--- config.mk ---
export PLATFORM = sky130hd
export DESIGN_NAME = word_segmenter
export DESIGN_NICKNAME = d
export VERILOG_FILES = /design/src/rtl/word_seg_pkg.sv /design/src/rtl/seg_fifo.sv /design/src/rtl/word_segmenter.sv
export SDC_FILE = /design/constraint.sdc
export NUM_CORES = 1
export LEC_CHECK = 0
export CAP_MARGIN = 20
export CELL_PAD_IN_SITES_DETAIL_PLACEMENT = 0
export CELL_PAD_IN_SITES_GLOBAL_PLACEMENT = 2
export CORE_MARGIN = 2
export CORE_UTILIZATION = 43
export DETAILED_ROUTE_END_ITERATION = 8
export HOLD_SLACK_MARGIN = 0.03
export PLACE_DENSITY = 0.92
export SETUP_SLACK_MARGIN = 0.05
export SYNTH_ARGS = -nofsm -noshare
export SYNTH_HDL_FRONTEND = slang
export SYNTH_SLANG_ARGS = --single-unit
--- constraint.sdc ---
create_clock -name iclk -period 45.2 [get_ports iclk]
set_input_delay 11.3 -clock iclk [delete_from_list [all_inputs] [get_ports iclk]]
set_output_delay 11.3 -clock iclk [all_outputs]
set_load 0.02 [all_outputs]
--- src/rtl/word_seg_pkg.sv ---
// -----------------------------------------------------------------------------
// word_seg_pkg
// Shared definitions for the word segmenter:
//   - seg_state_e : hysteresis FSM states (IDLE, ARMED, ACTIVE, HANG)
//   - sat_sub     : saturating-at-zero subtract for pre-roll of start indices
// The segment record itself depends on the top-level IDX_W/DATA_W parameters,
// so it is declared inside word_segmenter where those widths are known.
// -----------------------------------------------------------------------------
package word_seg_pkg;

    typedef enum logic [1:0] {
        IDLE   = 2'd0,
        ARMED  = 2'd1,
        ACTIVE = 2'd2,
        HANG   = 2'd3
    } seg_state_e;

    // Width of the sat_sub operands; callers zero-extend into it and truncate out.
    localparam int unsigned SAT_W = 64;

    // a - b, clamped to zero instead of wrapping.
    function automatic logic [SAT_W-1:0] sat_sub(input logic [SAT_W-1:0] a,
                                                 input logic [SAT_W-1:0] b);
        if (a >= b) begin
            return a - b;
        end else begin
            return {SAT_W{1'b0}};
        end
    endfunction

endpackage

--- src/rtl/seg_fifo.sv ---
// -----------------------------------------------------------------------------
// seg_fifo
// Synchronous FIFO for completed segments. Storage is register-based and the
// head entry is read straight from a register, so a pushed entry first becomes
// visible the cycle after the push (no same-cycle fall-through). A push into a
// full FIFO succeeds only when a pop happens in the same cycle.
//
// Ports:
//   iclk, irstn      clock, synchronous active-low reset
//   push_i, wdata_i  write request and entry
//   pop_i            remove head entry (ignored when empty)
//   rdata_o          head entry
//   empty_o, full_o  occupancy flags
// -----------------------------------------------------------------------------
module seg_fifo #(
    parameter int DEPTH = 4,
    parameter int WIDTH = 64
) (
    input  logic             iclk,
    input  logic             irstn,
    input  logic             push_i,
    input  logic [WIDTH-1:0] wdata_i,
    input  logic             pop_i,
    output logic [WIDTH-1:0] rdata_o,
    output logic             empty_o,
    output logic             full_o
);

    localparam int AW = $clog2(DEPTH);
    localparam int CW = AW + 1;

    logic [WIDTH-1:0] mem_q [DEPTH];
    logic [AW-1:0]    rd_ptr_q;
    logic [AW-1:0]    wr_ptr_q;
    logic [CW-1:0]    count_q;
    logic [CW-1:0]    count_d;
    logic             do_push_s;
    logic             do_pop_s;

    assign empty_o   = (count_q == {CW{1'b0}});
    assign full_o    = (count_q == CW'(DEPTH));
    assign do_pop_s  = pop_i && !empty_o;
    assign do_push_s = push_i && (!full_o || do_pop_s);
    assign rdata_o   = mem_q[rd_ptr_q];

    // Occupancy next-state from the accepted push/pop pair.
    always_comb begin
        count_d = count_q;
        case ({do_push_s, do_pop_s})
            2'b10:   count_d = count_q + CW'(1);
            2'b01:   count_d = count_q - CW'(1);
            default: count_d = count_q;
        endcase
    end

    // Storage, pointers and occupancy registers.
    always_ff @(posedge iclk) begin
        if (!irstn) begin
            for (int i = 0; i < DEPTH; i++) begin
                mem_q[i] <= {WIDTH{1'b0}};
            end
            rd_ptr_q <= {AW{1'b0}};
            wr_ptr_q <= {AW{1'b0}};
            count_q  <= {CW{1'b0}};
        end else begin
            if (do_push_s) begin
                mem_q[wr_ptr_q] <= wdata_i;
                wr_ptr_q        <= wr_ptr_q + AW'(1);
            end
            if (do_pop_s) begin
                rd_ptr_q <= rd_ptr_q + AW'(1);
            end
            count_q <= count_d;
        end
    end

endmodule

--- src/rtl/word_segmenter.sv ---
// -----------------------------------------------------------------------------
// word_segmenter
// Detects word segments in a signed sample stream using a two-threshold
// hysteresis FSM with hangover, minimum-length rejection and pre-roll, and
// queues completed {start, end} segments in a small output FIFO.
//
// Optional build macro: WORD_SEGMENTER_PEAK_EN adds opeak, the peak magnitude
// of each queued segment (stored per FIFO entry).
//
// Ports:
//   iclk, irstn            clock, synchronous active-low reset
//   ivalid, ilast          sample strobe / final sample of the utterance
//   iidx, idata            sample index and signed sample
//   ilow_thr, ihigh_thr    unsigned magnitude thresholds
//   iready                 consumer accepts head segment
//   ovalid                 FIFO non-empty
//   ostart_idx, oend_idx   head segment (start already pre-rolled)
//   odone                  pulse the cycle after an ilast sample
//   ooverflow              sticky: a segment was dropped on a full FIFO
//   opeak                  (PEAK_EN only) head segment peak magnitude
// -----------------------------------------------------------------------------
module word_segmenter
    import word_seg_pkg::*;
#(
    parameter int DATA_W   = 16,
    parameter int IDX_W    = 32,
    parameter int HANG_LEN = 64,
    parameter int MIN_LEN  = 256,
    parameter int PRE_ROLL = 32,
    parameter int DEPTH    = 4
) (
    input  logic              iclk,
    input  logic              irstn,
    input  logic              ivalid,
    input  logic              ilast,
    input  logic [IDX_W-1:0]  iidx,
    input  logic [DATA_W-1:0] idata,
    input  logic [DATA_W-1:0] ilow_thr,
    input  logic [DATA_W-1:0] ihigh_thr,
    input  logic              iready,
    output logic              ovalid,
    output logic [IDX_W-1:0]  ostart_idx,
    output logic [IDX_W-1:0]  oend_idx,
    output logic              odone,
    output logic              ooverflow
`ifdef WORD_SEGMENTER_PEAK_EN
    ,
    output logic [DATA_W-1:0] opeak
`endif
);

    localparam int HW = $clog2(HANG_LEN + 1);

    typedef struct packed {
        logic [IDX_W-1:0]  start_idx;
        logic [IDX_W-1:0]  end_idx;
`ifdef WORD_SEGMENTER_PEAK_EN
        logic [DATA_W-1:0] peak;
`endif
    } seg_t;

    localparam int SEG_W = $bits(seg_t);

    seg_state_e        state_q, state_d, st_eval_s;
    logic [IDX_W-1:0]  cand_q, cand_d;
    logic [IDX_W-1:0]  last_q, last_d;
    logic [HW-1:0]     hang_q, hang_d;
    logic              close_s;
    logic [DATA_W-1:0] mag_s;
    logic              lo_s, hi_s;
    logic [IDX_W:0]    len_s;
    logic              push_s, pop_s;
    logic              fifo_empty_s, fifo_full_s;
    seg_t              seg_push_s, seg_head_s;
    logic              odone_q, ooverflow_q;

    // Magnitude; the most negative code has no positive twin, so clamp it.
    always_comb begin
        if (idata == {1'b1, {(DATA_W-1){1'b0}}}) begin
            mag_s = {1'b0, {(DATA_W-1){1'b1}}};
        end else if (idata[DATA_W-1]) begin
            mag_s = ~idata + DATA_W'(1);
        end else begin
            mag_s = idata;
        end
    end

    assign lo_s = (mag_s > ilow_thr);
    assign hi_s = (mag_s > ihigh_thr);

    // Hysteresis FSM next-state; st_eval_s is the state the sample alone leads
    // to, before an ilast forces the machine back to IDLE.
    always_comb begin
        state_d   = state_q;
        st_eval_s = state_q;
        cand_d    = cand_q;
        last_d    = last_q;
        hang_d    = hang_q;
        close_s   = 1'b0;
        if (ivalid) begin
            case (state_q)
                IDLE: begin
                    if (hi_s) begin
                        cand_d    = iidx;
                        last_d    = iidx;
                        st_eval_s = ACTIVE;
                    end else if (lo_s) begin
                        cand_d    = iidx;
                        st_eval_s = ARMED;
                    end else begin
                        st_eval_s = IDLE;
                    end
                end
                ARMED: begin
                    if (hi_s) begin
                        last_d    = iidx;
                        st_eval_s = ACTIVE;
                    end else if (!lo_s) begin
                        st_eval_s = IDLE;
                    end else begin
                        st_eval_s = ARMED;
                    end
                end
                ACTIVE: begin
                    if (lo_s) begin
                        last_d    = iidx;
                        st_eval_s = ACTIVE;
                    end else begin
                        hang_d = HW'(1);
                        if (HANG_LEN == 1) begin
                            close_s   = 1'b1;
                            st_eval_s = IDLE;
                        end else begin
                            st_eval_s = HANG;
                        end
                    end
                end
                HANG: begin
                    if (lo_s) begin
                        last_d    = iidx;
                        hang_d    = {HW{1'b0}};
                        st_eval_s = ACTIVE;
                    end else begin
                        hang_d = hang_q + HW'(1);
                        if (hang_d == HW'(HANG_LEN)) begin
                            close_s   = 1'b1;
                            st_eval_s = IDLE;
                        end else begin
                            st_eval_s = HANG;
                        end
                    end
                end
                default: begin
                    st_eval_s = IDLE;
                end
            endcase
            if (ilast) begin
                if ((st_eval_s == ACTIVE) || (st_eval_s == HANG)) begin
                    close_s = 1'b1;
                end else begin
                    close_s = close_s;
                end
                state_d = IDLE;
            end else begin
                state_d = st_eval_s;
            end
            if (state_d == IDLE) begin
                hang_d = {HW{1'b0}};
            end else begin
                hang_d = hang_d;
            end
        end else begin
            state_d = state_q;
        end
    end

    // FSM and word-tracking registers.
    always_ff @(posedge iclk) begin
        if (!irstn) begin
            state_q <= IDLE;
            cand_q  <= {IDX_W{1'b0}};
            last_q  <= {IDX_W{1'b0}};
            hang_q  <= {HW{1'b0}};
        end else begin
            state_q <= state_d;
            cand_q  <= cand_d;
            last_q  <= last_d;
            hang_q  <= hang_d;
        end
    end

`ifdef WORD_SEGMENTER_PEAK_EN
    logic [DATA_W-1:0] peak_q, peak_d;

    // Peak tracking: restarts when cand is latched; quiet hangover samples are
    // excluded, but the above-lower sample that resumes a word counts.
    always_comb begin
        peak_d = peak_q;
        if (ivalid) begin
            if (state_q == IDLE) begin
                if (lo_s) begin
                    peak_d = mag_s;
                end else begin
                    peak_d = peak_q;
                end
            end else if (((st_eval_s == ARMED) || (st_eval_s == ACTIVE)) && (mag_s > peak_q)) begin
                peak_d = mag_s;
            end else begin
                peak_d = peak_q;
            end
        end else begin
            peak_d = peak_q;
        end
    end

    // Peak register.
    always_ff @(posedge iclk) begin
        if (!irstn) begin
            peak_q <= {DATA_W{1'b0}};
        end else begin
            peak_q <= peak_d;
        end
    end

    assign seg_push_s.peak = peak_d;
    assign opeak           = seg_head_s.peak;
`endif

    // Raw length one bit wider than the index so it never wraps.
    assign len_s = {1'b0, last_d} - {1'b0, cand_d} + {{IDX_W{1'b0}}, 1'b1};
    assign push_s = close_s && (len_s >= (IDX_W+1)'(MIN_LEN));
    assign seg_push_s.start_idx = IDX_W'(sat_sub(SAT_W'(cand_d), SAT_W'(PRE_ROLL)));
    assign seg_push_s.end_idx   = last_d;
    assign pop_s = ovalid && iready;

    seg_fifo #(
        .DEPTH (DEPTH),
        .WIDTH (SEG_W)
    ) u_fifo (
        .iclk    (iclk),
        .irstn   (irstn),
        .push_i  (push_s),
        .wdata_i (seg_push_s),
        .pop_i   (pop_s),
        .rdata_o (seg_head_s),
        .empty_o (fifo_empty_s),
        .full_o  (fifo_full_s)
    );

    // Completion pulse and sticky overflow flag.
    always_ff @(posedge iclk) begin
        if (!irstn) begin
            odone_q     <= 1'b0;
            ooverflow_q <= 1'b0;
        end else begin
            odone_q <= ivalid && ilast;
            if (push_s && fifo_full_s && !pop_s) begin
                ooverflow_q <= 1'b1;
            end else begin
                ooverflow_q <= ooverflow_q;
            end
        end
    end

    assign ovalid     = !fifo_empty_s;
    assign ostart_idx = seg_head_s.start_idx;
    assign oend_idx   = seg_head_s.end_idx;
    assign odone      = odone_q;
    assign ooverflow  = ooverflow_q;

endmodule

# Yosys cells after proc, flatten, opt, wreduce, memory -nomap -nowiden
# Memories as Yosys holds them, arrays and structs flattened. A register that Yosys moved wholly into a read port is not among the register bits.
# Cells that the tools add are included.
[classes] addsub=9 order_cmp=4 n_eq_ne=11 mux=40 bitwise_logic=1 reduce_logical=21
[op_table] op="two-way mux 32 bit" n=8
[op_table] op="two-way mux 64 bit" n=1
[op_table] op="case mux 32 bit (2 select lines)" n=1
[op_table] op="OR reduction 64 bit" n=1
[op_table] op="adder 33 x 1 -> 33 bit (second input constant)" n=1
[op_table] op=">= comparator 33 x 9 -> 1 bit (second input constant)" n=1
[op_table] op="subtractor 32 x 32 -> 33 bit" n=1
[op_table] op=">= comparator 32 x 6 -> 1 bit (second input constant)" n=1
[op_table] op="greater-than comparator 16 bit" n=2
[op_table] op="two-way mux 16 bit" n=2
[op_table] op="subtractor 32 x 6 -> 32 bit (second input constant)" n=1
[op_table] op="two-way mux 7 bit" n=3
[op_table] op="two-way mux 2 bit" n=9
[op_table] op="adder 16 x 1 -> 16 bit (second input constant)" n=1
[op_table] op="== test 16 bit (second input constant)" n=1
[op_table] op="inverter 16 bit" n=1
[op_table] op="case mux 7 bit (2 select lines)" n=1
[op_table] op="two-way mux 1 bit" n=13
[op_table] op="== test 2 bit (second input constant)" n=5
[op_table] op="adder 7 x 1 -> 7 bit (second input constant)" n=1
[op_table] op="== test 7 bit (second input constant)" n=1
[op_table] op="logical AND 1 bit" n=7
[op_table] op="case mux 2 bit (3 select lines)" n=1
[op_table] op="case mux 3 bit (2 select lines)" n=1
[op_table] op="other kinds (14)" n=21
[word_totals] register_bits=82 ram_bits=256 in_bits=85 output_inout_bits=67 elab_cells=96 mem_count=1
[mem_list] name="u_fifo.mem_q" words=4 width=64 rd=1 rd_clocked_by_memory_dff=1 write_ports=4 line_no="seg_fifo.sv:32" source="logic [WIDTH-1:0] mem_q [DEPTH];"

# Logic depth before layout (Yosys ltp)
# Gate-level depths: netlist (run 1).
[logic_depth] ltp_word=21 mapped_depth=41 depth_no_buf=37

# By module
# From an unflattened synthesis (run 1), not the netlist that was laid out.
[hier_totals] hier_cells=1665 hier_area_um2=19520.0
[by_module_without_submodules] mod="seg_fifo" n_inst=1 cells_each=677 area_each_um2=11597.4 seq_area_each_um2=7867.5
[by_module_without_submodules] mod="word_segmenter" n_inst=1 cells_each=988 area_each_um2=7922.6 seq_area_each_um2=1501.4

# Least setup slack after synthesis (run 1)
# Ideal clock, no wire load.
[synth_path] path_kind="input to register" from="input port idata[1]" to="memory u_fifo.mem_q[1][0], enable pin" setup_ns=0.581 arrival_time_ns=23.426 t_required_ns=44.619 slack_ns=21.193 stages=37 path_buffers=5 cell_sequence="inv_1 ha_1 nand2_1 or3_1 or4_1 or4_1 or2_2 clkbuf_1 nand2_1 ha_1 a21o_1 a221oi_1 nor2b_1 o21ai_1 a31oi_1 o31ai_4 buf_2 buf_2 buf_2 mux2i_1 inv_1 ha_1 inv_1 ha_1 inv_1 fa_1 nand2b_1 a21oi_1 o2111a_2 and4bb_1 nor4_1 a2111o_1 or3_1 nor4_4 nand2b_1 buf_6 o31ai_1"
[synth_rtl] item="from (decl)" line_no="word_segmenter.sv:37" source="input logic [DATA_W-1:0] idata,"
[synth_rtl] item="to (decl)" line_no="seg_fifo.sv:32"

==> results by stage, run 1 <==
Run status:
- The run finished with clean final reports.

Critical path:
- The critical path is of the in -> reg type.
- The beginning of the critical path is idata[1].
- The number of cell instances on the worst register-to-register path is 18.
- The startpoint identified for the worst register-to-register timing path is state_q[1]$_SDFFE_PN0P_.
- Among all stages on the critical path, the largest delay is contributed by buf_4.
- The capturing element type of the critical path is a flop.
- The maximum fanout count along the critical path is 64.
- At the worst endpoint, the required time is 45.35 ns.
- The kind of start point of the critical path is a primary input.
- The maximum cell stage delay along the critical path is 0.78 ns.
- The critical path arrival is 21.58 ns.
- The destination of the worst register-to-register timing path is u_fifo.mem_q[1][26]$_SDFFCE_PN0P_.
- The setup slack of the worst register-to-register path is 37.99 ns.

STA:
- Dividing the final minimum period by the clock period gives 0.474.
- The number of pins with negative max-slew slack in the final report came to 0.
- The top achievable clock speed is 46.7 MHz.
- The worst-case setup margin in the final layout is 23.77 ns.
- Setup repair after global routing left no endpoint under its margin.
- The number of hold-slack violations in the final timing report is 0.
- After layout, the minimum clock period comes to 21.43 ns.
- Setup violations remaining at the end of the flow were counted as 0.
- For the final database, setup skew stands at 0.0264 ns.
- After routing, the total negative slack on setup checks comes to 0 ns.
- At the pin with the least slew margin, the transition time is 1.06 ns.
- The worst-case headroom to the max-slew limit is 0.292.

Clock tree:
- The number of buffers on the longest clock path is 3.
- The number of setup buffers added after CTS is 0.
- At the later pin of the worst-skew pair, clock insertion delay measures 0.54 ns.
- The number of clock sinks is 340.
- The clock-pin slew on the worst setup and hold paths is 0.06 ns.
- The clock tree from TritonCTS is yes.
- The H-tree generated during clock tree synthesis spans 2 levels.
- CTS placed an instance of clkbuf_16 at the clock tree root.
- For this design, the CTS-stage hold fixing added 0 buffers.
- The total CTS buffers is 36.
- The number of gates resized after CTS is 0.

Layout:
- The final core utilization is 0.505.
- The most frequent standard cell in the layout excluding fill and tap cells is nor2_1.
- The post-route non-filler standard cell count is 2396.
- The growth of design area from synthesis to finish is 16.3%.
- The fraction of final layout cells with drive strength greater than 1 is 0.0895.
- The number of nets in the layout is 1970.
- The multi-input combinational cells in the finished layout cover a total of 8510 um^2.
- Fill cells in the final layout number 3872.
- Summing all flip-flop and latch instances after layout gives 9370 um^2.
- In the layout the commonest cells are nor2_1, edfxtp_1, clkdlybuf4s50_1.
- Summing all non-filler instances in the final layout gives an area of 21700 um^2.
- The number of antenna repair diodes is 0.

Die:
- The floorplan step defined a die boundary enclosing 45000 um^2.
- The overall die height is 212 um.
- The count of boundary I/O pins is 152.
- The initial core utilization is 0.434.
- The die extent in x is 212 um.
- The count of standard-cell rows is 76.
- The placeable core area is 42900 um^2.

Placement:
- The total of buffers placed on input and output ports is 151.
- The congestion estimate from routability-driven global placement came to 0.935.
- The number of placed instances, taps included, is 2331.
- The estimated wirelength of the detail-placed design is 35100 um.
- Prior to clock tree synthesis, the placed netlist has a worst setup slack of 23.32 ns.
- After detailed placement, the total cell area comes to 20600 um^2.

Synth:
- The Yosys step of the flow raised 0 warnings.
- By area the synthesized netlist is led by edfxtp_1, dfxtp_1, mux4_2, ha_1, nor2_1.
- For this run, the register share of the synthesized area comes to 0.503.
- The post-synth design cell area is 18600 um^2.
- Counting flops and latches in the post-synthesis netlist gives 340.
- The fraction of registers with async set or reset after synthesis is 0.
- The cell count after synthesis is 1671.
- The share of synthesized area in the top cell type comes to 0.413.
- Yosys mapped a number of flops with a built-in enable equal to 256.
- The netlist uses 83 different library cells.
- The main flop type after synthesis is edfxtp_1.
- The net count after synthesis is 1857.
- Averaged over all synthesized cells, the footprint is 11.1 um^2.
- The largest area contributor in the synthesized netlist is edfxtp_1.

Hold path:
- The startpoint of the tightest hold check path is ooverflow$_SDFFE_PN0P_.
- The class of the most critical hold timing path is reg -> reg.
- The hold path endpoint is ooverflow$_SDFFE_PN0P_.
- The cell count of the worst hold path is 1.

Flow run:
- The max capacitance violation total is 0.

Global route:
- The pin count of the biggest net entering global routing is 109.
- Global routing finished with a remaining overflow of 0.
- The global-route usage over all layers is 0.223.
- The number of global-route vias before repair was 13600.
- The first global-routing pass estimated 77000 um of wire.
- The number of antenna violations at the first check in global routing is 0.

Route:
- The number of vias per cell after detailed routing is 5.64.
- The total wirelength of the detailed-routed design is 49700 um.
- The detail route stage leaves a number of antenna-violating nets equal to 0.
- The pre-antenna-repair detailed-routing pass consisted of 5 iterations.
- The mean routed wirelength per cell is 20.7 um.
- After detailed routing, the number of remaining DRC violations is 0.
- The number of violations reported at the end of detailed-routing iteration 0 is 1082.
- Across all layers, the routed design uses 13500 vias.

Pwr:
- The worst-case IR drop observed on VDD is 0.0000217 V.
- The leakage power figure is 8.57 nW.
- The power density normalized to cell area is 41.8 nW/um^2.
- For this design the total switching power over the nets is 292 uW.
- Of the total power, the share spent switching nets is 0.322.
- Of the total power, the clock network draws 0.304.
- The internal cell power is 614 uW.
- The logic gate share of total power is 0.299.
- The sequential share of power is 0.397.
## registers in the layout, indices dropped and copies added, names as in the netlist, named ones only
signal	count
last_q	32
u_fifo.mem_q	256
u_fifo.wr_ptr_q	2
u_fifo.rd_ptr_q	2
ooverflow	1
hang_q	7
cand_q	32
odone	1
state_q	2
u_fifo.count_q	3
## worst max-delay path by stage
| stage | end | slack (ns) | depth (start not counted) |
|---|---|---|---|
| floorplan | u_fifo.mem_q[1][0]$_SDFFCE_PN0P_ | 21.19 | 37 |
| global route | u_fifo.mem_q[0][39]$_SDFFCE_PN0P_ | 23.17 | 35 |
| detailed placement | u_fifo.mem_q[0][39]$_SDFFCE_PN0P_ | 23.32 | 35 |
| global placement | u_fifo.count_q[1]$_SDFFE_PN0P_ | 23.42 | 36 |
| CTS | u_fifo.mem_q[0][39]$_SDFFCE_PN0P_ | 23.85 | 35 |
| finish | u_fifo.mem_q[1][26]$_SDFFCE_PN0P_ | 23.77 | 35 |
## critical path, delay by kind of cell
family	cells	cell delay (ns)
muxes	1	0.53
buffers and inverters	7	2.21
adders and majority gates	5	1.26
AOI/OAI and AO/OA	10	2.49
and+or+nand+nor	12	3.58
## synthesized netlist by cell type (19+ instances only)
master,count
nor3_1,123
buf_2,25
clkbuf_1,39
mux4_2,64
nor2_1,288
a21oi_1,50
nand4_1,19
a21o_1,19
nand2_1,83
nand3_1,20
xnor2_1,26
dfxtp_1,84
inv_1,85
xor2_1,24
o21ai_0,33
ha_1,99
edfxtp_1,256
mux2i_1,78
## final cells by class
cell class | instances | share of cell area
inverters | 86 | 0.0149
clock inverters | 6 | 0.00185
well taps | 585 | 0.0338
repair buffers | 167 | 0.0753
flip-flops and latches | 340 | 0.433
multi-input cells | 1153 | 0.393
clock buffers | 59 | 0.0484
## through the flow
step	hold WS, ns	total power, mW
floorplan	0.465	0.548
global placement	0.452	0.635
detailed placement	0.460	0.636
CTS	0.475	0.913
global route	0.510	0.951
finish	0.475	0.906
## power groups by stage
stage | clock network [mW] | logic [mW] | registers [mW]
2_1_floorplan | 0 | 0.184 | 0.363
3_3_place_gp | 0 | 0.270 | 0.365
3_5_place_dp | 0 | 0.270 | 0.366
4_1_cts | 0.281 | 0.272 | 0.360
5_1_grt | 0.293 | 0.296 | 0.361
6_report | 0.275 | 0.271 | 0.359
## logic make-up (layout without fill, tap and decap cells)
| logic type | count (synthesis) | in the layout | share of synthesized area |
|---|---|---|---|
| compound gates | 213 | 213 | 0.0766 |
| xor+xnor | 50 | 50 | 0.0235 |
| fa+ha+maj | 101 | 101 | 0.0687 |
| buf+inv | 178 | 318 | 0.0430 |
| flops | 340 | 340 | 0.503 |
| mux | 146 | 146 | 0.122 |
| simple gates | 643 | 643 | 0.163 |
## routing by layer
metal  track usage  wire, um  vias up
li1              -         -     6390
met1         0.290     21400     6712
met2         0.389     24700      354
met3        0.0319      2490       57
met4        0.0593      1090        0
met5             0         0        -
No activity file was read; power rests on OpenSTA's default activity.
==> inputs of run 2 (changes only) <==
CORE_UTILIZATION = 39   (was 43)
PLACE_DENSITY = 0.85   (was 0.92)
clock period = 20.4 ns   (was 45.2 ns; I/O delays follow)
==> run 2 against run 1 <==
  * Hold slack improved by 0.013 ns
  * Utilization decreased by 4.3 points
  * Global-route usage decreased by 1.6 points
  * Via count increased by 0.33%
  * Setup slack got worse by 19 ns
  * Design area increased by 1.2%
  * Critical path type unchanged
  * Largest cell class unchanged
==> results by stage, run 2 (same netlist as run 1, synthesis figures left out) <==
Layout:
- The fraction of final layout cells with drive strength greater than 1 is 0.0945 (+0.00500).
- Leaving out fill and tap cells, the most frequent cells in the layout are nor2_1, edfxtp_1, clkdlybuf4s50_1.
- The final core utilization is 0.462 (-0.0431).
- The post-route non-filler standard cell count was 2436 (+1.7%).
- The number of antenna repair diodes is 0 (unchanged).
- The register with the highest flop count is u_fifo.mem_q.
- The growth of design area from synthesis to finish is 17.7%.
- The filler cell count in the final layout is 4436 (+15%).
- The largest registers in the layout are u_fifo.mem_q x256, cand_q x32, last_q x32.
- The sequential cell area in the final layout was 9370 um^2 (unchanged).
- The most frequent standard cell in the layout excluding fill and tap cells is nor2_1.
- The number of nets in the layout is 1976 (+0.30%).
- The number of flip-flops under the largest register name came to 256 (unchanged).
- The multi-input combinational cell area came to 8510 um^2 (unchanged).

Global route:
- The number of global-route vias before repair came to 13700 (+0.66%).
- The remaining global-route overflow is 0 (unchanged).
- The global-route usage over all layers came to 0.207 (-0.0157).
- The first-pass GRT wire length is 79700 um (+3.5%).
- The pin count of the biggest net entering global routing is 89 (-18%).
- The number of antenna violations at the first check in global routing was 0 (unchanged).

Die:
- The count of standard-cell rows is 80 (+5.3%).
- The die extent in x came to 222 um (+4.9%).
- The count of boundary I/O pins was 152 (unchanged).
- The total die area is 49500 um^2 (+10%).
- The initial core utilization came to 0.392 (-0.0417).
- The overall die height is 222 um (+4.9%).
- The placeable core area is 47400 um^2 (+11%).

Clock tree:
- The CTS H-tree depth is 2 (unchanged).
- The clock tree root driver cell is clkbuf_16.
- The number of buffers on the longest clock path came to 3 (unchanged).
- The number of clock sinks is 340 (unchanged).
- The insertion delay to the later sink of the worst-skew pair is 0.57 ns (+0.03 ns).
- TritonCTS built the clock tree.
- The buffers inserted during post-CTS setup optimization is 0 (unchanged).
- The number of buffers inserted by hold repair at cts is 0 (unchanged).
- The total CTS buffers was 39 (+8.3%).
- The number of gates resized after CTS was 0 (unchanged).
- The clock-pin slew on the worst setup and hold paths is 0.06 ns (about the same).

Pwr:
- The leakage power figure is 8.67 nW (+1.2%).
- The switching power share of the total is 0.326 (+0.00361).
- The largest voltage drop on the vdd net is 0.0000526 V (+140%).
- The switching power is 689 uW (+140%).
- The sequential share of power is 0.376 (-0.021).
- The internal cell power is 1.43 mW (+130%).
- The clock network fraction of design power is 0.331 (+0.027).
- The logic gate share of total power is 0.293 (-0.006).
- The power density normalized to cell area was 96.5 nW/um^2 (+130%).

Critical path:
- The maximum fanout count along the critical path was 54 (-16%).
- The critical path arrival was 15.98 ns (-5.60 ns).
- The maximum cell stage delay along the critical path is 0.82 ns (+0.04 ns).
- STA classifies the critical path endpoint as a flop.
- The combined buffer and inverter count along the critical path is 4 (-3).
- On the critical path, the stage with the largest delay is an instance of o31ai_4.
- In this design, the largest share of critical-path delay is due to simple AND/OR/NAND/NOR gates.
- The kind of start point of the critical path is a primary input.
- The cell that appears most often on the critical path is ha_1.
- The category of the most critical setup path is in -> reg.
- The required time at the endpoint of the critical path came to 20.57 ns (-24.78 ns).

Placement:
- The placement-stage worst setup slack is 4.03 ns (-19.28 ns).
- The number of cells in the design after placement was 2364 (+1.4%).
- The placer's final routability congestion estimate is 0.964 (+3.1%).
- The estimated wirelength of the detail-placed design is 35100 um (about the same).
- The total of buffers placed on input and output ports came to 151 (unchanged).

STA:
- The worst-case headroom to the max-slew limit is 0.260 (-0.0325).
- The number of hold-slack violations in the final timing report is 0 (unchanged).
- Setup repair after global routing left no endpoint under its margin.
- The largest clock skew in the final design is 0.0327 ns (+0.00623 ns).
- The final total negative setup slack is 0 ns (unchanged).
- For the finished layout, the period the worst path requires is 15.81 ns.
- The worst-case setup margin in the final layout is 4.59 ns (-19.18 ns).
- The share of the clock period used by the worst path after layout is 0.775.
- Based on the critical path, the design can be clocked at up to 63.2 MHz.
- The setup-violating endpoint count in the final report is 0 (unchanged).
- The post-route worst hold slack is 0.487 ns (+0.0127 ns).
- The number of pins with negative max-slew slack in the final report is 0 (unchanged).
- The slew at the pin closest to its max-slew limit was 1.11 ns (+0.0487 ns).

Route:
- The total wirelength of the detailed-routed design is 51200 um (+2.9%).
- The number of vias per cell after detailed routing came to 5.57 (-1.3%).
- The number of DRC violations after detailed routing came to 0 (unchanged).
- The mean routed wirelength per cell is 21.0 um (+1.2%).
- The number of iterations in the first detailed-routing pass came to 5 (unchanged).
- The count of nets left with antenna violations after detail routing came to 0 (unchanged).
- The number of violations reported at the end of detailed-routing iteration 0 was 1047 (-3.2%).
- The via count of the routed design is 13600 (+0.33%).

Run status:
- The run finished with clean final reports.

Flow run:
- The max capacitance violation total is 0 (unchanged).

Hold path:
- The class of the most critical hold timing path is reg -> reg.
==> run 2: worst paths after layout <==
path	start	to	slack, ns	cells past startpoint
worst max-delay path	idata[1]	u_fifo.mem_q[2][21]$_SDFFCE_PN0P_	4.59	31
worst min-delay path	ooverflow$_SDFFE_PN0P_	ooverflow$_SDFFE_PN0P_	0.49	1
worst max register to register	state_q[1]$_SDFFE_PN0P_	u_fifo.mem_q[2][21]$_SDFFCE_PN0P_	12.73	20
worst min register to register	ooverflow$_SDFFE_PN0P_	ooverflow$_SDFFE_PN0P_	0.49	1
==> run 2: layout make-up <==
type	instances	share of cell area
Sequential cell	340	0.428
Multi-Input combinational cell	1153	0.388
Timing Repair Buffer	170	0.0755
Clock buffer	56	0.0484
Tap cell	615	0.0351
Inverter	86	0.0147
Clock inverter	16	0.0102
==> run 2: power groups by stage <==
stage | clock [mW] | combinational [mW] | sequential [mW]
6_report | 0.700 | 0.620 | 0.795
5_1_grt | 0.741 | 0.669 | 0.799
4_1_cts | 0.715 | 0.614 | 0.796
3_5_place_dp | 0 | 0.610 | 0.810
3_3_place_gp | 0 | 0.616 | 0.808
2_1_floorplan | 0 | 0.408 | 0.805
==> run 2: per-stage QoR <==
step	power (mW)	area (um^2)
2_1_floorplan	1.21	18600
3_3_place_gp	1.42	20600
3_5_place_dp	1.42	20600
4_1_cts	2.12	21900
5_1_grt	2.21	21900
6_report	2.11	21900
==> run 2: metal layers <==
metal	track usage	share of wire	up-vias
li1	-	-	6402
met1	0.280	0.44	6678
met2	0.354	0.49	415
met3	0.0257	0.051	63
met4	0.0504	0.018	0
met5	0	0	-
